File: config.mk
export PLATFORM = sky130hd
export DESIGN_NAME = ifetch_req_gen_flat
export DESIGN_NICKNAME = d
export VERILOG_FILES = /design/src/rtl/ifetch_req_gen_if.sv /design/src/rtl/ifetch_req_gen.sv /design/src/flat_wrapper.sv
export SDC_FILE = /design/constraint.sdc
export NUM_CORES = 1
export LEC_CHECK = 0
export ABC_CLOCK_PERIOD_IN_PS = 4300
export CORE_MARGIN = 5
export CORE_UTILIZATION = 50
export DETAILED_ROUTE_END_ITERATION = 16
export PLACE_DENSITY = 0.77
export RECOVER_POWER = 25
export SYNTH_ARGS = -nofsm -noshare
export SYNTH_HDL_FRONTEND = slang
export SYNTH_SLANG_ARGS = --single-unit
export TNS_END_PERCENT = 10
File: constraint.sdc
create_clock -name clk -period 4.3 [get_ports clk]
set_clock_uncertainty 0.1 [all_clocks]
set_input_delay 0.43 -clock clk [delete_from_list [all_inputs] [get_ports clk]]
set_output_delay 0.43 -clock clk [all_outputs]
set_load 0.01 [all_outputs]
File: src/rtl/ifetch_req_gen_if.sv
// Instruction-fetch bundle: redirect input, imem request/response channel,
// and the fetch-queue output toward decode.
interface ifetch_req_gen_if;
  logic        redirect_valid;
  logic [31:0] redirect_pc;
  logic        req_valid;
  logic        req_ready;
  logic [31:0] req_addr;
  logic        resp_valid;
  logic        resp_ready;
  logic [31:0] resp_inst;
  logic        out_valid;
  logic        out_ready;
  logic [31:0] out_pc;
  logic [31:0] out_inst;

  // Fetch unit side
  modport master (
    input  redirect_valid, redirect_pc,
    output req_valid, req_addr,
    input  req_ready,
    input  resp_valid, resp_inst,
    output resp_ready,
    output out_valid, out_pc, out_inst,
    input  out_ready
  );

  // Environment side: front-end control, imem and decode
  modport slave (
    output redirect_valid, redirect_pc,
    input  req_valid, req_addr,
    output req_ready,
    output resp_valid, resp_inst,
    input  resp_ready,
    input  out_valid, out_pc, out_inst,
    output out_ready
  );
endinterface

File: src/rtl/ifetch_req_gen.sv
// Instruction-fetch request generator: issues sequential word fetches under a
// credit limit, tags responses with their PC and queues them for decode.
// Redirect restarts at a new PC and discards every response still in flight.
module ifetch_req_gen #(
  parameter logic [31:0] RESET_PC        = 32'h0000_0000,
  parameter int unsigned MAX_OUTSTANDING = 4,
  parameter int unsigned FQ_DEPTH        = 4
) (
  input  logic             clk,
  input  logic             rst,
  ifetch_req_gen_if.master bus
);
  localparam int unsigned CW  = $clog2(MAX_OUTSTANDING + 1);
  localparam int unsigned TPW = (MAX_OUTSTANDING > 1) ? $clog2(MAX_OUTSTANDING) : 1;
  localparam int unsigned FPW = (FQ_DEPTH > 1) ? $clog2(FQ_DEPTH) : 1;
  localparam int unsigned FCW = $clog2(FQ_DEPTH + 1);
  localparam logic [TPW-1:0] TAG_LAST = TPW'(MAX_OUTSTANDING - 1);
  localparam logic [FPW-1:0] FQ_LAST  = FPW'(FQ_DEPTH - 1);
  localparam logic [FCW-1:0] FQ_FULL  = FCW'(FQ_DEPTH);

  logic [31:0]    pc_q, pc_d;
  logic [CW-1:0]  live_q, live_d;
  logic [CW-1:0]  drop_q, drop_d;
  logic [31:0]    tag_mem_q [MAX_OUTSTANDING];
  logic [31:0]    tag_mem_d [MAX_OUTSTANDING];
  logic [TPW-1:0] tag_wr_q, tag_wr_d;
  logic [TPW-1:0] tag_rd_q, tag_rd_d;
  logic [63:0]    fq_mem_q [FQ_DEPTH];
  logic [63:0]    fq_mem_d [FQ_DEPTH];
  logic [FPW-1:0] fq_wr_q, fq_wr_d;
  logic [FPW-1:0] fq_rd_q, fq_rd_d;
  logic [FCW-1:0] fq_cnt_q, fq_cnt_d;

  logic credit_ok;
  logic req_fire;
  logic resp_fire;
  logic resp_drop;
  logic resp_live;
  logic fq_push;
  logic fq_pop;
  logic unused_redirect_lsb;

  // Issue only when a total-outstanding slot exists and every live response
  // already has a reserved fetch-queue entry.
  assign credit_ok = (32'(live_q) + 32'(drop_q) < MAX_OUTSTANDING) &&
                     (32'(live_q) + 32'(fq_cnt_q) < FQ_DEPTH);

  assign bus.req_valid  = !rst && !bus.redirect_valid && credit_ok;
  assign bus.req_addr   = pc_q;
  assign bus.resp_ready = 1'b1;
  assign bus.out_valid  = (fq_cnt_q != '0);
  assign bus.out_pc     = fq_mem_q[fq_rd_q][63:32];
  assign bus.out_inst   = fq_mem_q[fq_rd_q][31:0];

  assign req_fire  = bus.req_valid && bus.req_ready;
  assign resp_fire = bus.resp_valid && bus.resp_ready;
  assign resp_drop = resp_fire && (drop_q != '0);
  assign resp_live = resp_fire && (drop_q == '0);
  assign fq_push   = resp_live && !bus.redirect_valid;
  assign fq_pop    = bus.out_valid && bus.out_ready;

  assign unused_redirect_lsb = ^bus.redirect_pc[1:0];

  // Next-state: redirect flushes everything; otherwise issue, retire and pop.
  always_comb begin
    pc_d      = pc_q;
    live_d    = live_q;
    drop_d    = drop_q;
    tag_mem_d = tag_mem_q;
    tag_wr_d  = tag_wr_q;
    tag_rd_d  = tag_rd_q;
    fq_mem_d  = fq_mem_q;
    fq_wr_d   = fq_wr_q;
    fq_rd_d   = fq_rd_q;
    fq_cnt_d  = fq_cnt_q;
    if (bus.redirect_valid) begin
      pc_d     = {bus.redirect_pc[31:2], 2'b00};
      live_d   = '0;
      // Every live request becomes a drop; this cycle's response, live or
      // not, is consumed here and so leaves the outstanding total.
      drop_d   = CW'(32'(drop_q) + 32'(live_q) - (resp_fire ? 32'd1 : 32'd0));
      tag_wr_d = '0;
      tag_rd_d = '0;
      fq_wr_d  = '0;
      fq_rd_d  = '0;
      fq_cnt_d = '0;
    end else begin
      if (req_fire) begin
        pc_d                = pc_q + 32'd4;
        tag_mem_d[tag_wr_q] = pc_q;
        tag_wr_d            = (tag_wr_q == TAG_LAST) ? '0 : tag_wr_q + TPW'(1);
      end
      if (resp_drop) begin
        drop_d = drop_q - CW'(1);
      end
      if (fq_push) begin
        tag_rd_d          = (tag_rd_q == TAG_LAST) ? '0 : tag_rd_q + TPW'(1);
        fq_mem_d[fq_wr_q] = {tag_mem_q[tag_rd_q], bus.resp_inst};
        fq_wr_d           = (fq_wr_q == FQ_LAST) ? '0 : fq_wr_q + FPW'(1);
      end
      if (fq_pop) begin
        fq_rd_d = (fq_rd_q == FQ_LAST) ? '0 : fq_rd_q + FPW'(1);
      end
      live_d   = live_q + CW'(req_fire) - CW'(resp_live);
      fq_cnt_d = fq_cnt_q + FCW'(fq_push) - FCW'(fq_pop);
    end
  end

  // State registers; storage arrays carry no reset since counts gate their use.
  always_ff @(posedge clk) begin
    if (rst) begin
      pc_q     <= RESET_PC;
      live_q   <= '0;
      drop_q   <= '0;
      tag_wr_q <= '0;
      tag_rd_q <= '0;
      fq_wr_q  <= '0;
      fq_rd_q  <= '0;
      fq_cnt_q <= '0;
    end else begin
      pc_q     <= pc_d;
      live_q   <= live_d;
      drop_q   <= drop_d;
      tag_wr_q <= tag_wr_d;
      tag_rd_q <= tag_rd_d;
      fq_wr_q  <= fq_wr_d;
      fq_rd_q  <= fq_rd_d;
      fq_cnt_q <= fq_cnt_d;
    end
    tag_mem_q <= tag_mem_d;
    fq_mem_q  <= fq_mem_d;
  end

  a_fq_no_overflow: assert property (@(posedge clk) disable iff (rst)
    (fq_cnt_q == FQ_FULL) |-> !fq_push);
  a_live_no_underflow: assert property (@(posedge clk) disable iff (rst)
    resp_live |-> (live_q != '0));
  a_outstanding_bound: assert property (@(posedge clk) disable iff (rst)
    (32'(live_q) + 32'(drop_q)) <= MAX_OUTSTANDING);
endmodule

File: src/flat_wrapper.sv
// flat-port wrapper written by rule: the top's interface ports become plain ports
module ifetch_req_gen_flat 
#(
  parameter logic [31:0] RESET_PC        = 32'h0000_0000,
  parameter int unsigned MAX_OUTSTANDING = 4,
  parameter int unsigned FQ_DEPTH        = 4
)
  (clk, rst, bus_redirect_valid, bus_redirect_pc, bus_req_valid, bus_req_addr, bus_req_ready, bus_resp_valid, bus_resp_inst, bus_resp_ready, bus_out_valid, bus_out_pc, bus_out_inst, bus_out_ready);
  ifetch_req_gen_if bus_i ();
  input  logic clk;
  input  logic rst;
  input wire logic [$bits(bus_i.redirect_valid)-1:0] bus_redirect_valid;
  input wire logic [$bits(bus_i.redirect_pc)-1:0] bus_redirect_pc;
  output wire logic [$bits(bus_i.req_valid)-1:0] bus_req_valid;
  output wire logic [$bits(bus_i.req_addr)-1:0] bus_req_addr;
  input wire logic [$bits(bus_i.req_ready)-1:0] bus_req_ready;
  input wire logic [$bits(bus_i.resp_valid)-1:0] bus_resp_valid;
  input wire logic [$bits(bus_i.resp_inst)-1:0] bus_resp_inst;
  output wire logic [$bits(bus_i.resp_ready)-1:0] bus_resp_ready;
  output wire logic [$bits(bus_i.out_valid)-1:0] bus_out_valid;
  output wire logic [$bits(bus_i.out_pc)-1:0] bus_out_pc;
  output wire logic [$bits(bus_i.out_inst)-1:0] bus_out_inst;
  input wire logic [$bits(bus_i.out_ready)-1:0] bus_out_ready;
  assign bus_i.redirect_valid = bus_redirect_valid;
  assign bus_i.redirect_pc = bus_redirect_pc;
  assign bus_req_valid = bus_i.req_valid;
  assign bus_req_addr = bus_i.req_addr;
  assign bus_i.req_ready = bus_req_ready;
  assign bus_i.resp_valid = bus_resp_valid;
  assign bus_i.resp_inst = bus_resp_inst;
  assign bus_resp_ready = bus_i.resp_ready;
  assign bus_out_valid = bus_i.out_valid;
  assign bus_out_pc = bus_i.out_pc;
  assign bus_out_inst = bus_i.out_inst;
  assign bus_i.out_ready = bus_out_ready;
  ifetch_req_gen #(.RESET_PC(RESET_PC), .MAX_OUTSTANDING(MAX_OUTSTANDING), .FQ_DEPTH(FQ_DEPTH)) u_core (.clk(clk), .rst(rst), .bus(bus_i));
endmodule
== Word level (Yosys, flattened, before mapping) ==
Cells that the tools add are included.
Storage, ports and cells
  bits in registers: 433
  input port bits: 70
  output and inout port bits: 99
  word-level logic and storage cells: 88
Operators by class
  $add $sub $neg: 13
  $lt $le $gt $ge: 8
  equal/unequal tests: 4
  mux-type cells: 21
  bitwise logic cells: 5
  reductions and logical operators: 20
Operators by type and width (number)
  $bwmux 256: 1
  $mux 64: 3
  $mux 32: 5
  $bmux 64 s2: 1
  $bwmux 128: 1
  $demux 64 s2: 1
  $bmux 32 s2: 1
  $demux 32 s2: 1
  $add 32x3->32 const B: 1
  $lt 32x3->1 const B: 1
  $ge 3x3->1 const B: 4
  $not 2->3: 4
  $logic_and 1x1->1: 10
  $add 2x1->2 const B: 4
  $add 3x3->4: 2
  $eq 2x2->1 const B: 4
  $mux 2: 4
  $add 3x1->3: 2
  $lt 3x1->1 const B: 2
  $mux 3: 2
  $reduce_bool 3->1: 2
  $sub 3x1->3: 2
  $lt 4x3->1 const B: 1
  $reduce_and 2->1: 2
  other kinds (8): 10

== Logic depth before layout (Yosys ltp) ==
Gate-level depths: netlist (run 1).
  depth after elaboration: 7
  mapped depth: 13
  mapped depth without buffers: 12

== Worst setup path before layout (run 1) ==
OpenSTA, ideal clock, no wires.
  path type: register to register
  start: reg u_core.drop_q[0]
  end: reg u_core.tag_mem_q[100] (netlist bit) (enable)
  library setup time: 0.390 ns
  arrival: 2.509 ns
  data required time: 3.810 ns
  path slack: 1.301 ns
  cell stages (with the launch flop): 7
  path buffers: 1
  period minus slack after synthesis: 2.999 ns
  cell sequence: dfxtp_1 -> ha_1 -> fa_1 -> xor2_1 -> a211oi_1 -> buf_1 -> and3_1
On the way
  longest elaborated chain between the ends: 6
Ends and longest elaborated chain
  start, declared: line ifetch_req_gen.sv:23  | logic [CW-1:0] drop_q, drop_d;
  start signal, assigned: line ifetch_req_gen.sv:123  | drop_q <= drop_d;
  $add 3x3->4
  $lt 4x3->1: line ifetch_req_gen.sv:45  | assign credit_ok = (32'(live_q) + 32'(drop_q) < MAX_OUTSTANDING) &&
  $logic_and 1x1->1: line ifetch_req_gen.sv:45
  $logic_and 1x1->1: line ifetch_req_gen.sv:48  | assign bus.req_valid = !rst && !bus.redirect_valid && credit_ok;
  $logic_and 1x1->1: line ifetch_req_gen.sv:55  | assign req_fire = bus.req_valid && bus.req_ready;
  $reduce_and 2->1 (no source line)
  end signal, assigned: line ifetch_req_gen.sv:130  | tag_mem_q <= tag_mem_d;
  end, declared: line ifetch_req_gen.sv:24  | logic [31:0] tag_mem_q [MAX_OUTSTANDING];
Every way passes these cells.
A chain may end at the register's enable or synchronous reset.

== Final worst setup path (run 1) ==
  start: reg u_core.live_q[0]
  end: out bus_req_valid
On the way
  longest elaborated chain between the ends: 4
  elaborated cells on any way between the ends: 6
  those cells by class: 2 x add/sub; 2 x order compare; 2 x reduce/logical
Ends and longest elaborated chain
  start, declared: line ifetch_req_gen.sv:22  | logic [CW-1:0] live_q, live_d;
  start signal, assigned: line ifetch_req_gen.sv:122  | live_q <= live_d;
  $add 3x3->4, on equally long branches
  $lt 32x3->1 / $lt 4x3->1 (equally long branches): line ifetch_req_gen.sv:46, ifetch_req_gen.sv:45
  $logic_and 1x1->1 (*): line ifetch_req_gen.sv:45
  $logic_and 1x1->1 (*): line ifetch_req_gen.sv:48
  end, declared: line flat_wrapper.sv:14  | output wire logic [$bits(bus_i.req_valid)-1:0] bus_req_valid;
Mark *: on every way between the ends. The rest lies on a longest branch, timed or not.

==> results of run 1 <==
-- critical path, stage by stage, from the launching register on --
cell and delay [ns]:
dfxtp_1 0.33, ha_1 0.21, fa_1 0.38, xor2_1 0.18, a211oi_1 0.24, buf_4 0.25, and3_1 0.19, clkdlybuf4s50_1 0.54
-- synthesized netlist by cell type, drive strengths merged, types with 4 or more instances --
master	number	area share, %
a211oi	11	0.51
ha	24	1.8
edfxtp	368	68
nand3	14	0.43
nand2b	4	0.15
and2	7	0.27
o21ai	9	0.28
a31oi	8	0.31
nor2	25	0.58
or3	8	0.32
buf	21	0.74
a2111oi	5	0.27
nor4	7	0.27
nor3	14	0.43
mux4	92	13
nand2	32	0.75
and4	9	0.50
o211ai	4	0.18
xnor2	8	0.43
clkbuf	25	0.65
nand4	10	0.48
a21oi	26	0.80
dfxtp	47	5.8
inv	28	0.65
and3	11	0.44
-- cells in the final DEF (no fill, tap or decap), types with 11 or more instances in the layout --
cell type / netlist / layout
a211oi_1: 11 / 11
a21oi_1: 26 / 26
buf_4: 5 / 20
clkbuf_1: 23 / 13
clkbuf_16: 0 / 41
clkdlybuf4s50_1: 0 / 129
dfxtp_1: 47 / 43
dlygate4sd3_1: 0 / 32
edfxtp_1: 368 / 368
ha_1: 24 / 24
inv_1: 28 / 28
mux4_2: 92 / 92
nand2_1: 31 / 31
nand3_1: 14 / 14
nor2_1: 25 / 25
nor3_1: 14 / 14
-- through the flow --
step | area, sq um | total power [W] | setup slack, ns
floorplan | 16300 | 0.00509 | 1.30
global placement | 18400 | 0.00545 | 0.906
detailed placement | 18400 | 0.00547 | 0.861
CTS | 19700 | 0.00896 | 0.851
global route | 19700 | 0.00920 | 0.762
finish | 19700 | 0.00888 | 0.921
-- final cells by class --
cell class | instances | area share [%]
Clock inverter | 20 | 1.24
Timing Repair Buffer | 182 | 9.03
Tap cell | 442 | 2.80
Multi-Input combinational cell | 371 | 20.0
Clock buffer | 55 | 5.52
Sequential cell | 415 | 60.9
Inverter | 28 | 0.533
-- layer usage --
layer / vias up / part of all wire, % / track usage (%)
li1: 3835 / - / -
met1: 4382 / 41 / 25.6
met2: 378 / 50 / 31.4
met3: 49 / 6.8 / 3.48
met4: 0 / 2.1 / 4.53
met5: - / 0 / 0
-- path summary, 6_finish.rpt --
path | from | end | slack, ns | depth (start not counted)
hold reg to reg | u_core.fq_wr_q[1]$_SDFFE_PP0N_ | u_core.fq_wr_q[1]$_SDFFE_PP0N_ | 0.40 | 2
setup / recovery | u_core.live_q[0]$_SDFF_PP0_ | bus_req_valid | 0.92 | 7
hold / removal | bus_redirect_pc[12] | u_core.bus.req_addr[12]$_SDFFE_PP0P_ | 0.39 | 3
setup reg to reg | u_core.live_q[1]$_SDFF_PP0_ | u_core.live_q[2]$_SDFF_PP0_ | 0.93 | 11
-- logic make-up after synthesis --
| group | share of synthesized area [%] |
|---|---|
| AO/OA/AOI/OAI | 3.39 |
| XOR/XNOR | 0.592 |
| adder cells (fa/ha/maj) | 2.22 |
| buffers and inverters | 2.11 |
| flip-flops | 73.7 |
| multiplexers | 12.8 |
| other | 0.0462 |
| AND/OR/NAND/NOR | 5.10 |
-- flip-flops by register name, indices dropped and copies added (netlist names) --
register	count
u_core.fq_rd_q	2
u_core.fq_wr_q	2
u_core.tag_rd_q	2
u_core.bus.req_addr	30
u_core.fq_cnt_q	3
u_core.live_q	3
u_core.drop_q	3
u_core.fq_mem_q	248
u_core.tag_wr_q	2
u_core.tag_mem_q	120
-- power breakdown --
part           internal, W  switching, W
clock network      0.00209       0.00142
logic             0.000373      0.000370
registers          0.00453      0.000103
total              0.00699       0.00189
==> run summary, run 1 <==
status = complete, no violations
number of global-route vias before repair = 8771
Layout area overhead = 21.3%
fillers = 2256
final setup vio count = 0
Die Wd = 190 um
peak supply drop = 0.235 mV
Pre-Repair DR Iteration Count = 5
Cell Area, Synth = 0.0163 sq mm
buffer count from post-CTS setup fixing = 0
average size of a mapped cell = 19.0 sq um
clock net sink count = 415
Starting DRT DRC Count = 666
power per cell area = 450 mW/mm^2
detailed-route via count = 8644
final routed DRC violation total = 0
FMAX = 296 MHz
share of post-route cells with drive strength above 1 = 17.3%
Setup crit end kind = output port
Max Cap Viol = 0
ANT nets after route = 0
setup TNS = 0 ns
#FFs+latches synth = 415
wire per inst = 22.2 um
Fin Hold WS = 0.386 ns
CP Max Fanout = 13
die area = 0.0362 sq mm
leading register cell type out of synthesis = edfxtp_1
Final nets = 1136
CP Data Arrival Time = 2.85 ns
vias per inst = 5.71
Core Region = 0.0323 sq mm
CTS tree = done
CTS Buffer Depth = 3
HP Class = in -> reg
first-pass GRT wire length = 52100 um
fin. max-slew vios = 0
Cell Rows = 66
I/O pins = 169
Port Buf Inserts = 161
post-CTS sizing = 0
CTS HTree Levels = 2
Post-synth EDFFs = 368
cell count after placement = 1438
GRT Total Usage = 18.6%
post-DP HPWL = 21100 um
P_leak = 6.34 nW
YS warnings = 0
Crit path required time = 3.77 ns
Cell Count, Final, Fillers Out = 1513
Core Util, Final = 61.1%
initial antenna violation count = 0
total CTS buffers = 41
Worst-Margin Slew = 1.07 ns
RSZ-0062 raised after global routing = no
largest net degree at the start of global routing = 65
Post-synth ARST share = 0%
final wirelength = 33600 um
routability cong. = 0.856
Die Ht = 190 um
Initial Utilization = 50.4%
Post-Synthesis Cells = 858
post-layout min period = 3.38 ns
period utilisation layout = 78.6%
Setup CP Type = reg -> out
clk slew on worst S/H paths = 0.06 ns
max_slew headroom = 28.5%
Netlist cell types = 60
Hold-fix buffers, CTS = 0
clock latency on the worst-skew pair = 0.53 ns
Final Hold Vio Count = 0
Storage cell area = 0.0120 sq mm
Root Buffer = clkbuf_16
register area share after synthesis = 73.7%
Diodes inserted = 0
global route total overflow = 0
area of the multi-input gates = 0.00395 sq mm
Worst setup SP type = flip-flop
No activity file was read; power rests on OpenSTA's default activity.
==> run 2, diff against run 1 <==
ABC_CLOCK_PERIOD_IN_PS = 3150   (was 4300)
clock period = 3.15 ns   (was 4.3 ns; I/O delays follow)
==> run summary, run 2 (synthesis gave the netlist of run 1 again) <==
commonest non-fill, non-tap cell in the layout = edfxtp_1 (unchanged)
Pre-Repair DR Iteration Count = 5 (unchanged)
peak supply drop = 0.354 mV (was 0.235 mV)
Cell Rows = 66 (unchanged)
CP Max Fanout = 12 (was 13)
RSZ-0062 raised after global routing = yes (was no)
setup TNS = 0 ns (unchanged)
vias per inst = 5.61 (was 5.71)
final wirelength = 33100 um (was 33600 um)
CP Data Arrival Time = 3.34 ns (was 2.85 ns)
Final nets = 1158 (was 1136)
detailed-route via count = 8617 (was 8644)
Power, Total = 0.0121 W (was 0.00888 W)
Crit path required time = 3.47 ns (was 3.77 ns)
fillers = 2280 (was 2256)
Root Buffer = clkbuf_16 (unchanged)
setup slack, reg-to-reg = 0.13 ns (was 0.93 ns)
wire per inst = 21.6 um (was 22.2 um)
WHS Path Cells = 3 (unchanged)
P_leak = 6.47 nW (was 6.34 nW)
Core Region = 0.0323 sq mm (unchanged)
I/O pins = 169 (unchanged)
most frequent cells in the layout = 368 x edfxtp_1, 128 x clkdlybuf4s50_1, 92 x mux4_2 (was 368 x edfxtp_1, 129 x clkdlybuf4s50_1, 92 x mux4_2)
status = complete, no violations (unchanged)
first-pass GRT wire length = 52300 um (was 52100 um)
Largest Register = u_core.fq_mem_q (unchanged)
Starting DRT DRC Count = 629 (was 666)
period utilisation layout = 95.8%
Setup CP Type = reg -> reg (was reg -> out)
final routed DRC violation total = 0 (unchanged)
Post-DP Area = 0.0187 sq mm (was 0.0184 sq mm)
Worst setup SP type = flip-flop (unchanged)
area of the multi-input gates = 0.00397 sq mm (was 0.00395 sq mm)
largest net degree at the start of global routing = 41 (was 65)
Storage cell area = 0.0120 sq mm (about the same)
cell count after placement = 1459 (was 1438)
max_slew headroom = 49.7% (was 28.5%)
clock latency on the worst-skew pair = 0.54 ns (was 0.53 ns)
Core Util, Final = 62.0% (was 61.1%)
clock net sink count = 415 (unchanged)
number of global-route vias before repair = 9003 (was 8771)
Die Ht = 190 um (unchanged)
max reg flops = 248 (unchanged)
HP Class = in -> reg (unchanged)
Initial Utilization = 50.4% (unchanged)
initial antenna violation count = 0 (unchanged)
clk slew on worst S/H paths = 0.06 ns (about the same)
design area = 0.0200 sq mm (was 0.0197 sq mm)
share of post-route cells with drive strength above 1 = 19.2% (was 17.3%)
Worst Hold End = u_core.bus.req_addr[14]$_SDFFE_PP0P_ (was u_core.bus.req_addr[12]$_SDFFE_PP0P_)
min-delay src = bus_redirect_pc[14] (was bus_redirect_pc[12])
CP startpoint = u_core.drop_q[0]$_SDFFE_PP0P_ (was u_core.live_q[0]$_SDFF_PP0_)
Die Wd = 190 um (unchanged)
total CTS buffers = 41 (unchanged)
FMAX = 331 MHz
CTS Buffer Depth = 3 (unchanged)
Setup crit end kind = flip-flop (was output port)
Port Buf Inserts = 161 (unchanged)
Worst-Margin Slew = 0.755 ns (was 1.07 ns)
power per cell area = 604 mW/mm^2 (was 450 mW/mm^2)
R2R depth = 14 (was 11)
CTS HTree Levels = 2 (unchanged)
CTS tree = done (unchanged)
ANT nets after route = 0 (unchanged)
post-layout min period = 3.02 ns
FF-to-FF End = u_core.live_q[2]$_SDFF_PP0_ (unchanged)
routability cong. = 0.864 (was 0.856)
fin. max-slew vios = 0 (unchanged)
Diodes inserted = 0 (unchanged)
Max Cap Viol = 0 (unchanged)
R2R Path Start = u_core.drop_q[0]$_SDFFE_PP0P_ (was u_core.live_q[1]$_SDFF_PP0_)
Layout area overhead = 23.1% (was 21.3%)
final setup vio count = 0 (unchanged)
Final Hold Vio Count = 0 (unchanged)
global route total overflow = 0 (unchanged)
die area = 0.0362 sq mm (unchanged)
GRT Total Usage = 18.6% (about the same)
post-DP HPWL = 21800 um (was 21100 um)
Cell Count, Final, Fillers Out = 1536 (was 1513)
[run 2: cell types whose count changed in the layout (fill, tap and decap cells not counted), sizes merged]
cell           previous run  this run
clkdlybuf4s50           129       128
dlygate4sd2               0         1
bufinv                    5         3
clkinv                   13        21
buf                      21        39
clkbuf                   55        53
clkinvlp                  1         2
[run 2: critical path, stage by stage (launching register included)]
cell and delay (ns):
dfxtp_1 0.32, ha_1 0.22, fa_1 0.38, xor2_1 0.19
a211oi_2 0.24, buf_4 0.15, buf_4 0.18, nand2_2 0.06
inv_1 0.08, ha_1 0.16, inv_1 0.05, fa_1 0.40
xor2_2 0.17, xnor2_1 0.16, nor2_1 0.05
[run 2: area by class of cell]
type | instances | share of cell area [%]
Timing Repair Buffer | 204 | 10.3
Multi-Input combinational cell | 371 | 19.8
Clock inverter | 27 | 1.31
Sequential cell | 415 | 60.0
Clock buffer | 49 | 5.28
Inverter | 28 | 0.525
Tap cell | 442 | 2.76
[run 2: worst max-delay path by stage]
stage / to / cells after the start / slack [ns]
5_1_grt: u_core.live_q[2]$_SDFF_PP0_ / 14 / -0.01
3_5_place_dp: u_core.bus.req_addr[18]$_SDFFE_PP0P_ / 7 / 0.32
3_3_place_gp: u_core.live_q[2]$_SDFF_PP0_ / 13 / 0.36
4_1_cts: bus_out_pc[6] / 3 / 0.11
2_1_floorplan: u_core.tag_mem_q[100]$_DFFE_PP_ / 6 / 0.15
6_report: u_core.live_q[2]$_SDFF_PP0_ / 14 / 0.13
[run 2: metrics by stage]
step / setup WS (ns) / hold slack (ns)
2_1_floorplan: 0.151 / 0.314
3_3_place_gp: 0.364 / 0.383
3_5_place_dp: 0.315 / 0.390
4_1_cts: 0.112 / 0.213
5_1_grt: -0.0107 / 0.239
6_report: 0.131 / 0.238
[run 2: layer usage]
| metal | track usage (%) | vias up | wire [um] |
|---|---|---|---|
| li1 | - | 3894 | - |
| met1 | 25.8 | 4361 | 13900 |
| met2 | 30.9 | 318 | 16400 |
| met3 | 3.70 | 44 | 2230 |
| met4 | 4.61 | 0 | 554 |
| met5 | 0 | - | 0 |
[run 2: timing repair]
action                                  CTS  global route
buffers inserted                          1             0
endpoints found under the setup margin    1             5
pin swaps                                 1             0
hold buffers                              0             0
gates resized for setup                   1             3
[run 2: report_power, final]
group | total, W | switching, W | internal (W)
clock network | 0.00469 | 0.00201 | 0.00268
logic | 0.00110 | 0.000551 | 0.000548
registers | 0.00629 | 0.000117 | 0.00618
total | 0.0121 | 0.00268 | 0.00940
==> run 3, diff against run 2 <==
--- a/config.mk
+++ b/config.mk
@@ -11,2 +11,3 @@
 export DETAILED_ROUTE_END_ITERATION = 16
+export MAX_ROUTING_LAYER = met4
 export PLACE_DENSITY = 0.77
--- a/constraint.sdc
+++ b/constraint.sdc
@@ -4,2 +4,2 @@
 set_output_delay 0.315 -clock clk [all_outputs]
-set_load 0.01 [all_outputs]
+set_load 0.02 [all_outputs]
==> run summary, run 3 (synthesis gave the netlist of run 1 again) <==
CP Data Arrival Time = 2.58 ns (was 3.34 ns)
period utilisation layout = 95.0% (was 95.8%)
FMAX = 334 MHz (was 331 MHz)
setup slack, reg-to-reg = 0.20 ns (was 0.13 ns)
post-CTS sizing = 1 (unchanged)
P_leak = 6.54 nW (was 6.47 nW)
Starting DRT DRC Count = 688 (was 629)
clk slew on worst S/H paths = 0.06 ns (about the same)
share of post-route cells with drive strength above 1 = 19.3% (was 19.2%)
post-DP HPWL = 21800 um (about the same)
peak supply drop = 0.325 mV (was 0.354 mV)
Max Cap Viol = 0 (unchanged)
Root Buffer = clkbuf_16 (unchanged)
Setup CP Type = reg -> out (was reg -> reg)
Crit path required time = 2.73 ns (was 3.47 ns)
setup TNS = 0 ns (unchanged)
Pre-Repair DR Iteration Count = 5 (unchanged)
Final nets = 1162 (was 1158)
R2R depth = 7 (was 14)
first-pass GRT wire length = 53100 um (was 52300 um)
GRT Total Usage = 19.5% (was 18.6%)
number of global-route vias before repair = 9068 (was 9003)
final setup vio count = 0 (unchanged)
Initial Utilization = 50.4% (unchanged)
ANT nets after route = 0 (unchanged)
post-layout min period = 2.99 ns (was 3.02 ns)
CTS tree = done (unchanged)
final routed DRC violation total = 0 (unchanged)
final wirelength = 33900 um (was 33100 um)
Final Hold Vio Count = 0 (unchanged)
clock net sink count = 415 (unchanged)
initial antenna violation count = 0 (unchanged)
CP Max Fanout = 13 (was 12)
global route total overflow = 0 (unchanged)
R2R Path Start = u_core.live_q[1]$_SDFF_PP0_ (was u_core.drop_q[0]$_SDFFE_PP0P_)
HP Class = in -> reg (unchanged)
routability cong. = 0.874 (was 0.864)
min-delay src = bus_redirect_pc[19] (was bus_redirect_pc[14])
fillers = 2192 (was 2280)
I/O pins = 169 (unchanged)
die area = 0.0362 sq mm (unchanged)
vias per inst = 5.71 (was 5.61)
RSZ-0062 raised after global routing = no (was yes)
Worst setup SP type = flip-flop (unchanged)
Setup crit end kind = output port (was flip-flop)
power per cell area = 624 mW/mm^2 (was 604 mW/mm^2)
total CTS buffers = 43 (was 41)
max reg flops = 248 (unchanged)
status = complete, no violations (unchanged)
CTS Buffer Depth = 3 (unchanged)
Power, Total = 0.0126 W (was 0.0121 W)
Hold-fix buffers, CTS = 0 (unchanged)
CTS HTree Levels = 2 (unchanged)
Core Region = 0.0323 sq mm (unchanged)
Layout area overhead = 24.0% (was 23.1%)
Die Wd = 190 um (unchanged)
detailed-route via count = 8800 (was 8617)
Largest Register = u_core.fq_mem_q (unchanged)
fin. max-slew vios = 0 (unchanged)
max_slew headroom = 30.9% (was 49.7%)
WHS Path Cells = 3 (unchanged)
Worst Hold End = u_core.bus.req_addr[19]$_SDFFE_PP0P_ (was u_core.bus.req_addr[14]$_SDFFE_PP0P_)
FF-to-FF End = u_core.bus.req_addr[22]$_SDFFE_PP0P_ (was u_core.live_q[2]$_SDFF_PP0_)
CP startpoint = u_core.live_q[0]$_SDFF_PP0_ (was u_core.drop_q[0]$_SDFFE_PP0P_)
largest net degree at the start of global routing = 40 (was 41)
commonest non-fill, non-tap cell in the layout = edfxtp_1 (unchanged)
Port Buf Inserts = 161 (unchanged)
Worst-Margin Slew = 1.04 ns (was 0.755 ns)
Cell Rows = 66 (unchanged)
clock latency on the worst-skew pair = 0.54 ns (about the same)
wire per inst = 22.0 um (was 21.6 um)
most frequent cells in the layout = 368 x edfxtp_1, 128 x clkdlybuf4s50_1, 92 x mux4_2 (unchanged)
Diodes inserted = 0 (unchanged)
buffer count from post-CTS setup fixing = 0 (was 1)
Die Ht = 190 um (unchanged)
## run 3: changes by cell type in the layout (fill, tap and decap cells not counted), sizes merged
cell	delta
clkinv	-7
inv	+1
clkinvlp	+1
clkbuf	+10
bufinv	+2
buf	-2
## run 3: layout make-up
type	count	area (sq um)	share of cell area (%)
flip-flops and latches	415	12000	59.5
well taps	442	553	2.74
clock inverters	24	264	1.31
inverters	28	105	0.521
multi-input cells	371	3950	19.6
repair buffers	206	2110	10.4
clock buffers	55	1190	5.92
## run 3: how the worst max path moves through the flow
stage / to / cells after the start
after floorplan: u_core.tag_mem_q[100]$_DFFE_PP_ / 6
after global placement: u_core.bus.req_addr[22]$_SDFFE_PP0P_ / 7
after detailed placement: u_core.bus.req_addr[18]$_SDFFE_PP0P_ / 7
after CTS: bus_out_pc[6] / 3
after global routing: bus_req_valid / 7
final: bus_req_valid / 7
## run 3: critical path: stages (launching register included)
cell	delay (ns)
dfxtp_1	0.34
ha_1	0.21
fa_1	0.38
xor2_1	0.18
a211oi_1	0.19
buf_4	0.22
and3_1	0.18
dlygate4sd2_1	0.35
## run 3: stage by stage
step	cells	hold WS [ns]	util (%)	area, sq um	setup slack, ns
final	1541	0.254	62.5	20200	0.158
after CTS	1541	0.226	62.6	20200	0.134
after global placement	1462	0.382	58.1	18700	0.363
after detailed placement	1462	0.400	58.1	18700	0.301
after floorplan	861	0.314	-	16300	0.151
after global routing	1541	0.247	62.5	20200	0.0644
## run 3: report_power, final
group,switching (W),internal (W)
clock,0.00203,0.00310
combinational,0.000631,0.000538
sequential,0.000106,0.00618
total,0.00276,0.00982
## run 3: per-layer routing
metal,part of all wire [%],global-route usage [%]
met5,0,-
met2,50,31.7
met1,42,26.3
met3,6.2,3.19
met4,1.8,4.61
